File: src/rtl/sdp_fifo_ctrl.sv
// First-word-fall-through FIFO controller driving one sdp_ram.
// A 2-entry skid buffer hides the RAM's registered read latency.
module sdp_fifo_ctrl #(
  parameter int DATA_WIDTH = 16,
  parameter int DATA_DEPTH = 1024,
  localparam int AW = $clog2(DATA_DEPTH)
) (
  input  logic                  clk,
  input  logic                  rst,
  input  logic                  s_valid,
  output logic                  s_ready,
  input  logic [DATA_WIDTH-1:0] s_data,
  output logic                  m_valid,
  input  logic                  m_ready,
  output logic [DATA_WIDTH-1:0] m_data,
  output logic [AW+1:0]         level,
  output logic                  ram_wr_en,
  output logic [AW-1:0]         ram_wr_addr,
  output logic [DATA_WIDTH-1:0] ram_wr_data,
  output logic                  ram_rd_en,
  output logic [AW-1:0]         ram_rd_addr,
  input  logic [DATA_WIDTH-1:0] ram_rd_data
);

  localparam logic [AW:0] FULL = (AW+1)'(DATA_DEPTH);

  logic [AW:0]           wptr_q, wptr_d;
  logic [AW:0]           rptr_q, rptr_d;
  logic [AW:0]           ram_cnt;
  logic                  inflight_q, inflight_d;
  logic [1:0]            ob_cnt_q, ob_cnt_d;
  logic [1:0]            base;
  logic [DATA_WIDTH-1:0] sk0_q, sk0_d;
  logic [DATA_WIDTH-1:0] sk1_q, sk1_d;
  logic                  push, pop;
  logic [2:0]            occ, lim;

  // Wrap bit in the pointer MSB separates full from empty.
  assign ram_cnt = wptr_q - rptr_q;
  assign s_ready = ~rst & (ram_cnt != FULL);
  assign push    = s_valid & s_ready;
  assign m_valid = (ob_cnt_q != 2'd0);
  assign pop     = m_valid & m_ready;

  // Prefetch only while the skid can absorb the word on return.
  assign occ       = {1'b0, ob_cnt_q} + {2'b0, inflight_q};
  assign lim       = 3'd2 + {2'b0, pop};
  assign ram_rd_en = (ram_cnt != '0) & (occ < lim);

  assign ram_wr_en   = push;
  assign ram_wr_addr = wptr_q[AW-1:0];
  assign ram_wr_data = s_data;
  assign ram_rd_addr = rptr_q[AW-1:0];

  // Head of the skid is a register: no path from ram_rd_data.
  assign m_data = sk0_q;
  assign level  = {1'b0, ram_cnt}
                + (AW+2)'(ob_cnt_q)
                + (AW+2)'(inflight_q);

  // Next-state for pointers, in-flight flag and skid buffer.
  always_comb begin
    wptr_d     = wptr_q + (AW+1)'(push);
    rptr_d     = rptr_q + (AW+1)'(ram_rd_en);
    inflight_d = ram_rd_en;
    base       = ob_cnt_q - {1'b0, pop};
    ob_cnt_d   = base + {1'b0, inflight_q};
    sk0_d      = sk0_q;
    sk1_d      = sk1_q;
    if (pop) begin
      sk0_d = sk1_q;
    end
    if (inflight_q) begin
      if (base == 2'd0) begin
        sk0_d = ram_rd_data;
      end else begin
        sk1_d = ram_rd_data;
      end
    end
  end

  // State registers; a read in flight at reset is dropped.
  always_ff @(posedge clk or posedge rst) begin
    if (rst) begin
      wptr_q     <= '0;
      rptr_q     <= '0;
      inflight_q <= 1'b0;
      ob_cnt_q   <= 2'd0;
      sk0_q      <= '0;
      sk1_q      <= '0;
    end else begin
      wptr_q     <= wptr_d;
      rptr_q     <= rptr_d;
      inflight_q <= inflight_d;
      ob_cnt_q   <= ob_cnt_d;
      sk0_q      <= sk0_d;
      sk1_q      <= sk1_d;
    end
  end

endmodule
File: config.mk
export PLATFORM = sky130hd
export DESIGN_NAME = sdp_fifo_ctrl
export DESIGN_NICKNAME = d
export VERILOG_FILES = /design/src/rtl/sdp_fifo_ctrl.sv
export SDC_FILE = /design/constraint.sdc
export NUM_CORES = 1
export LEC_CHECK = 0
export CAP_MARGIN = 20
export CELL_PAD_IN_SITES_DETAIL_PLACEMENT = 1
export CELL_PAD_IN_SITES_GLOBAL_PLACEMENT = 2
export CORE_ASPECT_RATIO = 0.5
export CORE_UTILIZATION = 31
export CTS_CLUSTER_SIZE = 14
export DETAILED_ROUTE_END_ITERATION = 10
export HOLD_SLACK_MARGIN = 0.06
export PLACE_DENSITY = 0.84
export SETUP_SLACK_MARGIN = 0.3
export SYNTH_ARGS = -nofsm -noshare
export SYNTH_HDL_FRONTEND = slang
export SYNTH_SLANG_ARGS = --single-unit
File: constraint.sdc
create_clock -name clk -period 5.14 [get_ports clk]
set_input_delay 1.028 -clock clk [delete_from_list [all_inputs] [get_ports clk]]
set_output_delay 1.028 -clock clk [all_outputs]
set_load 0.01 [all_outputs]
==> results of run 1 <==
cell type report:
class | instances | area, um^2
clock buffers | 10 | 229
clock inverters | 6 | 67.6
fillers | 1160 | 6190
inverters | 22 | 82.6
multi-input cells | 209 | 1670
flip-flops and latches | 57 | 1430
well taps | 140 | 175
repair buffers | 74 | 733
cell families (layout without fill, tap and decap cells):
group / count (synthesis) / count (layout) / share of synthesized area
AO/OA/AOI/OAI: 39 / 39 / 0.0761
XOR/XNOR: 41 / 41 / 0.103
adder cells (fa/ha/maj): 22 / 22 / 0.0854
buffers and inverters: 66 / 112 / 0.113
flip-flops: 57 / 57 / 0.409
multiplexers: 32 / 32 / 0.0976
AND/OR/NAND/NOR: 75 / 75 / 0.115
flip-flops by register name (all words and copies together), names as in the netlist:
| signal | cells |
|---|---|
| wptr_q | 11 |
| rptr_q | 11 |
| inflight_q | 1 |
| m_data | 16 |
| sk1_q | 16 |
| ob_cnt_q | 2 |
routing by layer:
| layer | vias up | GRT usage | wire length (um) |
|---|---|---|---|
| li1 | 1168 | - | - |
| met1 | 1177 | 0.171 | 3530 |
| met2 | 46 | 0.246 | 3710 |
| met3 | 9 | 0.0503 | 465 |
| met4 | 0 | 0.0469 | 76 |
| met5 | - | 0 | 0 |
path summary, 6_finish.rpt:
check                              to  slack [ps]  cells after the start
hold reg to reg            wptr_q[10]         490                      1
setup reg to reg           rptr_q[10]        1160                     14
setup / recovery            ram_rd_en         680                      9
hold / removal             wptr_q[10]         490                      1
min in group asynchronous  inflight_q        1280                      3
max in group asynchronous  wptr_q[10]        3370                      3
where the power goes:
group	leakage [nW]	internal, mW	switching (mW)	total (mW)
Combinational	1.16	1.15	1.04	2.18
Clock	0.139	0.376	0.211	0.587
Sequential	0.672	0.664	0.161	0.825
Total	1.97	2.19	1.41	3.60
worst max-delay path, cell delays in order (launching register included):
cell and delay, ps:
dfrtp_1 400, inv_1 110, ha_1 390, a21o_1 230
a21o_1 230, a221oi_4 330, xnor2_1 280, nor4_4 110
a211oi_1 410, clkdlybuf4s50_1 620
cells in the final DEF, fill, tap and decap left out, types with 3 or more instances in the layout:
cell type	instances
xnor2_1	29
dfrtp_1	57
nand3_1	17
clkbuf_16	9
inv_1	21
nor3_1	4
ha_1	19
mux2_2	16
clkdlybuf4s50_1	71
nand2_1	9
xor2_1	12
and3_1	7
buf_4	3
a21oi_1	20
mux2i_1	16
nor2_1	22
fa_1	3
a21o_1	3
nor2b_1	4
==> reports/qor.csv, run 1 <==
metric,value,unit
cts_hold_buffers,0,
vias,2400,
netlist_top_cells_count,"57 x dfrtp_1, 36 x buf_4, 29 x xnor2_1",
wl,7780,um
rsz0062_at_grt,false,
placementRows,26,
hold_viol_final,0,
cp.required,4110,ps
ys_types,41,
cts_buffer_depth,2,
cts_resized,0,
antenna_found_initial,0,
pin_count,104,
timing.rr.start,rptr_q[5],
htreeDepth,3,
clock_latency,330,ps
powerDensity,821,nW/um^2
endpoint_kind,output pin,
finalSetupTns,0,ps
syn_nets,390,
synth_edf_count,0,
final_area,4380,um^2
startpoint_type,flip-flop,
n_antenna_cell,0,
clkSlewWorstSetupHoldPaths,50,ps
synth_top_area_frac,0.409,
crit_start,rptr_q[5],
track_usage,0.144,
nets,431,
async_flop_share,1.00,
place_congestion,0.767,
viasPerCell,4.63,
crit_type,flip-flop to output pin,
die_w,152,um
synth_top_area_cell,dfrtp_1,
postSynthAreaPerCell,10.5,um^2
root_buffer,clkbuf_16,
crit_arrival,3430,ps
cts_buffers,9,
grt-ovfl-total,0,
cp_max_fo,7,
areaGrowthSynthToFinish,25.7,%
fin_ws,682,ps
hpwlAfterDp,5820,um
synth_area_leaders,"dfrtp_1 41%, buf_4 7.8%, xnor2_1 7.3%",
syn_area,3490,um^2
synthCells,332,
fin_util,0.414,
synth_warnings,0,
start_util,0.330,
cts_tree,built,
dr.pass1.iters,7,
tightest_slew,985,ps
finClkSkew,7.32,ps
core_area,10600,um^2
cap_violations,0,
hold_path.class,flip-flop to flip-flop,
period_share,0.867,
die_h,77.0,um
synthFlopType,dfrtp_1,
cts_sinks,57,
grt_pass1_vias,2595,
total_power,3.60,mW
fp.dieArea,11700,um^2
outcome,finished with violations,
io_buffer_count,71,
drt_iter0_markers,84,
pre_cts_ws,1000,ps
cts_setup_buffers,0,
drc,4,
synth_seq_cells,57,
violations,DRC,
yosys.cell_count.top_type,dfrtp_1,
fmax,0.224,GHz
post-route-min-period,4460,ps
p_leak,1.97,nW
grt_max_degree,58,
wl_per_cell,15.0,um
ir_worst_vdd,0.318,mV
postRouteAntennaNets,0,
post_dp_cell_area,4090,um^2
dp_cells,502,
slew_violations,0,
setup_violations,0,
min_from,wptr_q[10],
seq_area_frac_synth,0.409,
fin_hold_ws,487,ps
drive_above_1_share,0.111,
grt_pass1_wl,13100,um
relSlewSlack,0.343,
stdcell_count,518,
Note: power is estimated with default switching activity, not from simulation.
==> run 2: changes to the inputs <==
- ABC_AREA: not set -> 0
==> results of run 2 <==
No change in the layout: final DEF, timing and power equal those of run 1.
